$ cat config.mk
export PLATFORM = sky130hd
export DESIGN_NAME = uart_rx
export DESIGN_NICKNAME = d
export VERILOG_FILES = /design/src/rtl/uart_rx.sv
export SDC_FILE = /design/constraint.sdc
export NUM_CORES = 1
export LEC_CHECK = 0
export BUFFER_PORTS_ARGS = -buffer_cell sky130_fd_sc_hd__buf_2
export CAP_MARGIN = 20
export CORE_MARGIN = 5
export CORE_UTILIZATION = 58
export DETAILED_ROUTE_END_ITERATION = 10
export PLACE_DENSITY = 0.78
export SLEW_MARGIN = 10
export SYNTH_ARGS = -nofsm -noshare
export SYNTH_HDL_FRONTEND = slang
export SYNTH_SLANG_ARGS = --single-unit
$ cat constraint.sdc
create_clock -name clk -period 2.29 [get_ports clk]
set_input_delay 0.1145 -clock clk [delete_from_list [all_inputs] [get_ports clk]]
set_output_delay 0.1145 -clock clk [all_outputs]
set_load 0.05 [all_outputs]
$ cat src/rtl/uart_rx.sv
// 8N1 asynchronous serial receiver with a 16x oversampling front end.
// Each byte goes to the host on a valid/ack handshake, with framing and overrun status.
// Optional feature macro: UART_RX_PARITY_EN adds an even-parity bit and a parity_err output.
module uart_rx #(
  parameter int unsigned CLOCK = 50000000,
  parameter int unsigned RATE  = 9600
) (
  input  logic       clk,
  input  logic       reset_n,
  input  logic       rxd,
  output logic [7:0] rch,
  output logic       valid,
  input  logic       ack,
  output logic       frame_err,
  output logic       overrun,
`ifdef UART_RX_PARITY_EN
  output logic       parity_err,
`endif
  output logic       busy
);

  localparam int unsigned DIV = CLOCK / (RATE * 16);
  localparam int unsigned PW  = (DIV > 2) ? $clog2(DIV) : 1;

  typedef enum logic [2:0] {
    StIdle,
    StStart,
    StData,
    StParity,
    StStop,
    StWaitHi
  } state_e;

  state_e        state_q, state_d;
  logic          rx_meta_q, rx_s_q;
  logic [PW-1:0] presc_q, presc_d;
  logic [3:0]    tcnt_q, tcnt_d;
  logic [2:0]    bitcnt_q, bitcnt_d;
  logic [7:0]    shreg_q, shreg_d;
  logic [7:0]    rch_q, rch_d;
  logic          valid_q, valid_d;
  logic          fe_q, fe_d;
  logic          ovr_q, ovr_d;
  logic          tick;
  logic          done;
`ifdef UART_RX_PARITY_EN
  logic          par_q, par_d;
  logic          pe_q, pe_d;
`endif

  assign tick = (presc_q == PW'(DIV - 1));

  // Two-flop synchronizer for the asynchronous line; resets to the idle level.
  always_ff @(posedge clk or negedge reset_n) begin
    if (!reset_n) begin
      rx_meta_q <= 1'b1;
      rx_s_q    <= 1'b1;
    end else begin
      rx_meta_q <= rxd;
      rx_s_q    <= rx_meta_q;
    end
  end

  // Receiver state, counters, shift register and host-facing registers.
  always_ff @(posedge clk or negedge reset_n) begin
    if (!reset_n) begin
      state_q  <= StIdle;
      presc_q  <= '0;
      tcnt_q   <= '0;
      bitcnt_q <= '0;
      shreg_q  <= '0;
      rch_q    <= '0;
      valid_q  <= 1'b0;
      fe_q     <= 1'b0;
      ovr_q    <= 1'b0;
`ifdef UART_RX_PARITY_EN
      par_q    <= 1'b0;
      pe_q     <= 1'b0;
`endif
    end else begin
      state_q  <= state_d;
      presc_q  <= presc_d;
      tcnt_q   <= tcnt_d;
      bitcnt_q <= bitcnt_d;
      shreg_q  <= shreg_d;
      rch_q    <= rch_d;
      valid_q  <= valid_d;
      fe_q     <= fe_d;
      ovr_q    <= ovr_d;
`ifdef UART_RX_PARITY_EN
      par_q    <= par_d;
      pe_q     <= pe_d;
`endif
    end
  end

  // Frame FSM: next state, prescaler, tick counter and data shifting.
  always_comb begin
    state_d  = state_q;
    presc_d  = tick ? '0 : presc_q + PW'(1);
    tcnt_d   = tick ? tcnt_q + 4'd1 : tcnt_q;
    bitcnt_d = bitcnt_q;
    shreg_d  = shreg_q;
    done     = 1'b0;
`ifdef UART_RX_PARITY_EN
    par_d    = par_q;
`endif
    unique case (state_q)
      StIdle: begin
        tcnt_d = '0;
        if (!rx_s_q) begin
          // Align the bit grid to the observed falling edge.
          state_d = StStart;
          presc_d = '0;
        end
      end
      StStart: begin
        if (tick && tcnt_q == 4'd7) begin
          tcnt_d = '0;
          if (!rx_s_q) begin
            state_d  = StData;
            bitcnt_d = '0;
          end else begin
            state_d = StIdle;
          end
        end
      end
      StData: begin
        if (tick && tcnt_q == 4'd15) begin
          shreg_d  = {rx_s_q, shreg_q[7:1]};
          bitcnt_d = bitcnt_q + 3'd1;
          if (bitcnt_q == 3'd7) begin
`ifdef UART_RX_PARITY_EN
            state_d = StParity;
`else
            state_d = StStop;
`endif
          end
        end
      end
      StParity: begin
`ifdef UART_RX_PARITY_EN
        if (tick && tcnt_q == 4'd15) begin
          par_d   = rx_s_q;
          state_d = StStop;
        end
`else
        state_d = StIdle;
`endif
      end
      StStop: begin
        if (tick && tcnt_q == 4'd15) begin
          done = 1'b1;
          // A low stop bit may be a break; wait for the line to return high.
          state_d = rx_s_q ? StIdle : StWaitHi;
        end
      end
      StWaitHi: begin
        if (rx_s_q) state_d = StIdle;
      end
      default: state_d = StIdle;
    endcase
  end

  // Host handshake: load completed bytes, clear on ack, flag dropped bytes.
  always_comb begin
    rch_d   = rch_q;
    valid_d = valid_q;
    fe_d    = fe_q;
    ovr_d   = ovr_q;
`ifdef UART_RX_PARITY_EN
    pe_d    = pe_q;
`endif
    if (valid_q && ack) begin
      valid_d = 1'b0;
      ovr_d   = 1'b0;
    end
    if (done) begin
      if (valid_q && !ack) begin
        ovr_d = 1'b1;
      end else begin
        rch_d   = shreg_q;
        fe_d    = ~rx_s_q;
        valid_d = 1'b1;
`ifdef UART_RX_PARITY_EN
        pe_d    = ^{shreg_q, par_q};
`endif
      end
    end
  end

  assign rch       = rch_q;
  assign valid     = valid_q;
  assign frame_err = fe_q;
  assign overrun   = ovr_q;
  assign busy      = (state_q != StIdle);
`ifdef UART_RX_PARITY_EN
  assign parity_err = pe_q;
`endif

endmodule

==> results.cfg, run 1 <==
[clock_network]
cts_made_buffers = 5
cts_max_level = 2
clock_latency_ns = 0.35
root_buffer = clkbuf_4
clockBufferDepth = 2
tritoncts = built
cts.sinks = 40
path_clk_slew_ns = 0.11

[synth]
netlist_area_um2 = 1820
yosys_most_used_dff = dfrtp_1
synth_cells = 145
mappedNetlistNets = 154
yosysMostFrequentCell = dfrtp_1
ys_seq_area_share_pct = 55.3
yosysTopAreaCellShare_pct = 52.4
synth_edf_count = 0
synth_area_leaders = dfrtp_1 52%, mux2_4 7.4%, mux2_2 5.6%, ha_1 3.4%, xor2_1 3.4%
synth_warnings = 0
synth-seq-cells = 40
synth.avg_cell_area_um2 = 12.5
async_flop_share_pct = 100
yosysTopAreaCell = dfrtp_1
synth_cell_types = 40
synth_common_cells = 38 x dfrtp_1, 13 x nor2_1, 9 x mux2_2, 9 x mux2_4, 9 x nand3_1

[pwr]
power.total_w = 0.00118
combPwrFrac_pct = 1.8
power_frac_seq_pct = 60.1
p_leak_nw = 1.05
p_clk_share_pct = 38.1
p_sw_share_pct = 20.2
switchingPower_w = 0.000239
power_density_nw_per_um2 = 580
ir_drop_mv = 0.311
p_int_w = 0.000944

[worst_setup_path]
cp-end-kind = register
reg2reg_depth = 6
path_max_fanout = 9
cp_top_family = simple AND/OR/NAND/NOR gates
critical_path_cell_count = 6
critPathBufInv = 1
critPathMaxStageDelay_ns = 0.66
cp_cell_sequence = inv_1 -> ha_1 -> and4bb_2 -> nand2_4 -> or4_4 -> mux2_4
worst_path_max_delay_cell = or4_4
critPathArrivalTime_ns = 2.41
crit_type = reg -> reg
start_kind = register
required_ns = 2.53

[placement]
place_hpwl_um = 2250
port_buffers = 15
place_inst = 202
gp_congestion = 0.803

[global_route]
gr-total-overflow = 0
grt_pass1_wl_um = 5390
antenna_found_initial = 0
grt_usage_pct = 16.8
grt_max_degree = 41
grt_pass1_vias = 1172

[run_status]
outcome = finished, final reports clean

[detailed_routing]
vias = 1171
via_per_inst = 5.50
antenna_left = 0
routed_wl_um = 3090
drcViolationCount = 0
wire_per_inst_um = 14.5
drt_iter0_markers = 80
firstDrtPassIters = 4

[timing]
finalMaxSlewViolations = 0
clock_skew_ns = 0.00731
fmax_mhz = 461
hold_viol_final = 0
setup_viol_count_final = 0
fin_tns_setup_ns = 0
timing.final.crit_share_pct = 94.8
tightest_slew_ns = 0.823
max_slew_margin_pct = 45.1
grt_setup_unrepaired = false
layout_min_cycle_time_ns = 2.17
holdWs_ns = 0.364

[floorplan]
die_area_um2 = 4350
start_util_pct = 60.0
die_h_um = 65.9
io-pin-count = 16
rows = 20
die_x_um = 65.9
core_region_area_um2 = 3030

[layout]
nNetsFinal = 177
fillers = 222
drive_gt1_share_pct = 28.4
layout.cells.non_filler = 213
diodes = 0
area_delta_synth_final_pct = 12.3

[min_path]
hp-class = reg -> reg
holdPathStages = 0

[flow_run]
drv_cap = 0
per-layer routing:
metal	GRT usage [%]	up-vias	wire length, um
li1	-	561	-
met1	21.3	572	1360
met2	25.9	30	1480
met3	5.78	8	167
met4	7.61	0	74
met5	0	-	0
cell families after synthesis:
| kind of cell | Yosys count | synth area share (%) |
|---|---|---|
| DFF | 40 | 55.3 |
| and+or+nand+nor | 43 | 13.7 |
| buffers and inverters | 11 | 2.76 |
| adders and majority gates | 5 | 3.45 |
| muxes | 19 | 13.6 |
| xor gates and xnor gates | 9 | 4.34 |
| AOI/OAI and AO/OA | 18 | 6.89 |
what timing repair did:
action,4_1_cts,5_1_grt
hold buffers,3,0
gates resized for setup,0,0
setup buffers,0,0
hold endpoints to repair,40,0
sequential cells by signal (all words and copies together), names as in the netlist:
| name | count |
|---|---|
| valid | 1 |
| frame_err | 1 |
| overrun | 1 |
| tcnt_q | 4 |
| presc_q | 9 |
| bitcnt_q | 3 |
| state_q | 3 |
| rx_s_q | 1 |
| rx_meta_q | 1 |
| rch | 8 |
| shreg_q | 8 |
cell type report:
class	instances	area [um2]	share of cell area [%]
tap	44	55.1	2.70
timing repair buffer	19	113	5.52
clock inverter	2	35.0	1.72
clock buffer	6	41.3	2.02
inverter	8	30.0	1.47
multi-input combinational	94	762	37.4
sequential	40	1000	49.2
cell usage in the layout, fill, tap and decap left out, types with 3 or more instances in the layout:
master         Yosys  routed
dfrtp_1           38      38
buf_2              1      15
nor2_1            13      13
nand3_1            9       9
mux2_2             9       9
mux2_4             9       9
inv_1              8       8
xor2_1             7       7
ha_1               5       5
clkbuf_4           0       5
a21oi_1            4       4
o21ai_0            3       3
and3_1             3       3
nor2b_1            3       3
dlygate4sd3_1      0       3
worst register-to-register path: stages, from the launching register on:
cell	delay, ns
dfrtp_1	0.46
inv_1	0.08
ha_1	0.13
and4bb_2	0.30
nand2_4	0.09
or4_4	0.66
mux2_4	0.34
path summary, 6_finish.rpt:
check                           startpoint           to  slack, ns
min in group asynchronous          reset_n   presc_q[3]       0.38
worst max-delay path            presc_q[0]       rch[6]       0.12
worst max register to register  presc_q[0]       rch[6]       0.12
worst min register to register   rx_meta_q       rx_s_q       0.36
worst min-delay path             rx_meta_q       rx_s_q       0.36
max in group asynchronous          reset_n  bitcnt_q[0]       1.39
per-stage QoR:
step | utilization (%) | setup slack, ns | cell area, um2
2_1_floorplan | - | 0.233 | 1820
3_3_place_gp | 63.8 | 0.195 | 1930
3_5_place_dp | 63.8 | 0.141 | 1930
4_1_cts | 67.4 | 0.122 | 2040
5_1_grt | 67.4 | 0.0349 | 2040
6_report | 67.4 | 0.120 | 2040
power by group through the flow:
stage	clock network [W]	logic (W)	registers (W)
2_1_floorplan	0	0.00000236	0.000724
3_3_place_gp	0	0.0000183	0.000724
3_5_place_dp	0	0.0000189	0.000724
4_1_cts	0.000461	0.0000227	0.000711
5_1_grt	0.000500	0.0000265	0.000711
6_report	0.000451	0.0000218	0.000711
No activity file was read; power rests on OpenSTA's default activity.
==> run 2: changes to the inputs <==
==> constraint.sdc (replaced) <==
create_clock -name clk -period 2.29 [get_ports clk]
set_input_delay 0.229 -clock clk [delete_from_list [all_inputs] [get_ports clk]]
set_output_delay 0.229 -clock clk [all_outputs]
set_load 0.05 [all_outputs]
==> run 2 against run 1 <==
  * Sequential share of layout area is 0.24 points higher
  * Critical path depth stayed put
  * Sequential power hardly changed
  * Power hardly changed
  * Critical endpoint unchanged
  * Clock power hardly changed
  * Highest routed layer unchanged
  * Routed wire length hardly changed
  * Final area is 0.49% lower
  * Largest power group unchanged
  * Via count is 0.51% lower
==> results.cfg, run 2 (synthesis results as in run 1) <==
[run_status]
outcome = finished, final reports clean

[clock_network]
postCtsSetupBuffers = 0
cts.sinks = 40
path_clk_slew_ns = 0.11
cts_max_level = 2
root_buffer = clkbuf_4
clock_latency_ns = 0.35
cts_made_buffers = 5
clockBufferDepth = 2
tritoncts = built
post_cts_resized = 0

[global_route]
grt_pass1_wl_um = 5380
grt_usage_pct = 16.8
antenna_found_initial = 0
grt_max_degree = 41
gr-total-overflow = 0
grt_pass1_vias = 1170

[placement]
place_hpwl_um = 2250
port_buffers = 15
gp_congestion = 0.803
place_inst = 202
pre_cts_slack_ns = 0.141
placed_area_um2 = 1930

[layout]
largest_register_ffs = 9
layout.cells.most_common = dfrtp_1
layout_common_cells = 38 x dfrtp_1, 15 x buf_2, 13 x nor2_1
nNetsFinal = 176
layout.cells.non_filler = 212
final_area_um2 = 2030
area_delta_synth_final_pct = 11.8
seq_area_um2 = 1000
regMostFlops = presc_q
fillers = 222
multi_input_area_um2 = 762
drive_gt1_share_pct = 28.6
diodes = 0

[floorplan]
start_util_pct = 60.0
core_region_area_um2 = 3030
rows = 20
die_x_um = 65.9
die_h_um = 65.9
die_area_um2 = 4350
io-pin-count = 16

[detailed_routing]
firstDrtPassIters = 4
drcViolationCount = 0
wire_per_inst_um = 14.6
routed_wl_um = 3090
via_per_inst = 5.50
drt_iter0_markers = 83
vias = 1165
antenna_left = 0

[pwr]
power.total_w = 0.00118
p_leak_nw = 1.05
ir_drop_mv = 0.312
power_density_nw_per_um2 = 583

[timing]
finalMaxSlewViolations = 0
tightest_slew_ns = 0.824
max_slew_margin_pct = 45.1
fmax_mhz = 460
clock_skew_ns = 0.00911
setup_viol_count_final = 0
layout_min_cycle_time_ns = 2.17
setup_ws_ns = 0.118
fin_tns_setup_ns = 0
timing.final.crit_share_pct = 94.8
hold_viol_final = 0
grt_setup_unrepaired = false

[worst_setup_path]
worstReg2RegEnd = rch[6]
reg2reg_depth = 6
r2r_slack_ns = 0.12
cp-end-kind = register
r2r_start = presc_q[0]
start_kind = register
path_max_fanout = 9
crit_type = reg -> reg
required_ns = 2.53
critPathArrivalTime_ns = 2.41

[flow_run]
drv_cap = 0

[min_path]
hold-path-endpoint = overrun
hp-class = in -> reg
holdPathStages = 2
hold_start = ack
-- run 2: cell count changes in the layout (fill, tap and decap cells not counted), sizes merged --
| cell | before | now |
|---|---|---|
| dlygate4sd3 | 3 | 2 |
-- run 2: where the power goes --
group          internal (W)  switching, W
registers          0.000709    0.00000143
clock network      0.000229      0.000223
logic            0.00000506     0.0000155
-- run 2: cell type report --
class	instances	area share [%]
flip-flops and latches	40	49.4
multi-input cells	94	37.5
repair buffers	18	5.06
well taps	44	2.71
clock buffers	6	2.03
clock inverters	2	1.73
inverters	8	1.48
-- run 2: worst max path at each step --
stage               startpoint   endpoint  slack (ns)
floorplan           presc_q[0]  frame_err        0.23
global placement    presc_q[0]     rch[5]        0.20
detailed placement  presc_q[0]     rch[6]        0.14
CTS                 presc_q[0]     rch[6]        0.12
global route        presc_q[0]     rch[6]        0.03
finish              presc_q[0]     rch[6]        0.12
-- run 2: layer usage --
metal / vias up / track usage (%) / share of wire, %
li1: 558 / - / -
met1: 571 / 21.3 / 43
met2: 28 / 25.9 / 49
met3: 8 / 5.78 / 5.2
met4: 0 / 7.61 / 2.4
met5: - / 0 / 0
-- run 2: repair_timing --
| action | CTS | global route |
|---|---|---|
| endpoints found under the hold margin | 39 | 0 |
| hold buffers | 2 | 0 |
| endpoints found under the setup margin | 0 | 0 |
-- run 2: worst max-delay path: stages, from the launching register on --
cell	delay, ns
dfrtp_1	0.46
inv_1	0.08
ha_1	0.13
and4bb_2	0.30
nand2_4	0.09
or4_4	0.66
mux2_4	0.34
-- run 2: stage by stage --
stage | hold WS [ns] | util, %
floorplan | -0.0666 | -
global placement | 0.335 | 63.8
detailed placement | 0.336 | 63.8
CTS | 0.0454 | 67.0
global route | 0.0389 | 67.0
finish | 0.0654 | 67.0
==> run 3: changes to the inputs <==
--- a/config.mk
+++ b/config.mk
@@ -10,7 +10,7 @@
 export CORE_MARGIN = 5
 export CORE_UTILIZATION = 58
 export DETAILED_ROUTE_END_ITERATION = 10
-export PLACE_DENSITY = 0.78
+export PLACE_DENSITY_LB_ADDON = 0.3
 export SLEW_MARGIN = 10
 export SYNTH_ARGS = -nofsm -noshare
 export SYNTH_HDL_FRONTEND = slang
==> run 3 against run 2 <==
  * Register-to-register slack about the same
  * Clock skew increased by 0.0061 ns
  * Final cell count increased by 0.47%
  * Utilization increased by 0.37 points
  * Highest routed layer unchanged
  * Global-route usage increased by 0.67 points
  * Sequential share of layout area decreased by 0.27 points
  * Clock power increased by 3%
  * Largest power group unchanged
  * Power increased by 1.2%
  * Non-clock buffer count increased by 1
  * Die area unchanged
==> results.cfg, run 3 (synthesis results as in run 1) <==
[timing]
fin_tns_setup_ns = 0
max_slew_margin_pct = 44.8
hold_viol_final = 0
finalMaxSlewViolations = 0
timing.final.crit_share_pct = 94.9
clock_skew_ns = 0.0152
layout_min_cycle_time_ns = 2.17
setup_viol_count_final = 0
fmax_mhz = 460
holdWs_ns = 0.0441
grt_setup_unrepaired = false
tightest_slew_ns = 0.828

[placement]
port_buffers = 15
place_hpwl_um = 2330
gp_congestion = 0.804

[clock_network]
cts_made_buffers = 5
clockBufferDepth = 2
root_buffer = clkbuf_4
cts.sinks = 40
postCtsSetupBuffers = 0
path_clk_slew_ns = 0.12
tritoncts = built
clock_latency_ns = 0.36
cts_max_level = 2

[floorplan]
start_util_pct = 60.0
io-pin-count = 16
rows = 20
core_region_area_um2 = 3030
die_h_um = 65.9
die_x_um = 65.9
die_area_um2 = 4350

[layout]
regMostFlops = presc_q
drive_gt1_share_pct = 29.6
largest_register_ffs = 9
layout_common_cells = 38 x dfrtp_1, 15 x buf_2, 13 x nor2_1
nNetsFinal = 177
layout.cells.most_common = dfrtp_1
diodes = 0
area_delta_synth_final_pct = 12.4

[worst_setup_path]
r2r_start = presc_q[0]
critPathBufInv = 1
cp_top_family = simple AND/OR/NAND/NOR gates
critPathMaxStageDelay_ns = 0.66
cp-end-kind = register
worstReg2RegEnd = rch[1]
reg2reg_depth = 6
r2r_slack_ns = 0.12
cp-startpoint = presc_q[0]
critPathArrivalTime_ns = 2.41
cp_cell_sequence = inv_1 -> ha_1 -> and4bb_2 -> nand2_4 -> or4_4 -> mux2_4
worst_path_max_delay_cell = or4_4
crit_type = reg -> reg
start_kind = register
path_max_fanout = 9
required_ns = 2.53

[detailed_routing]
firstDrtPassIters = 6
wire_per_inst_um = 15.1
via_per_inst = 5.54
antenna_left = 0
drt_iter0_markers = 44
vias = 1179
routed_wl_um = 3230
drcViolationCount = 0

[run_status]
outcome = finished, final reports clean

[global_route]
gr-total-overflow = 0
grt_usage_pct = 17.5
grt_max_degree = 41
grt_pass1_vias = 1235
antenna_found_initial = 0
grt_pass1_wl_um = 5710

[min_path]
hold_start = ack
hold-path-endpoint = overrun
holdPathStages = 2
hp-class = in -> reg

[pwr]
ir_drop_mv = 0.419
power_density_nw_per_um2 = 587
p_leak_nw = 1.05
power.total_w = 0.00120

[flow_run]
drv_cap = 0
-- run 3: layout make-up --
class	count	area, um2
fillers	227	987
flip-flops and latches	40	1000
well taps	44	55.1
multi-input cells	94	762
clock inverters	3	42.5
clock buffers	5	37.5
repair buffers	19	110
inverters	8	30.0
-- run 3: how the worst max path moves through the flow --
stage	slack, ns	end	cells after the start
floorplan	0.23	frame_err	7
global placement	0.20	rch[5]	6
detailed placement	0.14	rch[5]	6
CTS	0.12	rch[1]	6
global route	0.03	shreg_q[6]	6
finish	0.12	rch[1]	6
-- run 3: per-stage QoR --
stage               setup WS [ns]  cell area [um2]  util, %  std cells
floorplan                   0.233             1820        -        145
global placement            0.196             1940     64.1        203
detailed placement          0.142             1940     64.1        203
CTS                         0.119             2040     67.4        213
global route               0.0265             2040     67.4        213
finish                      0.117             2040     67.4        213
-- run 3: timing repair --
item	CTS	global route
hold endpoints to repair	39	0
hold buffers	2	0
gates resized for setup	0	0
-- run 3: per-layer routing --
layer  GRT usage [%]  part of all wire, %
met2            29.0                   50
met4            8.63                  1.9
met5               0                    0
met3            4.59                  4.2
met1            20.9                   44
-- run 3: where the power goes --
group          switching, W  internal [W]
Clock              0.000238      0.000228
Combinational     0.0000154    0.00000506
Sequential       0.00000151      0.000709
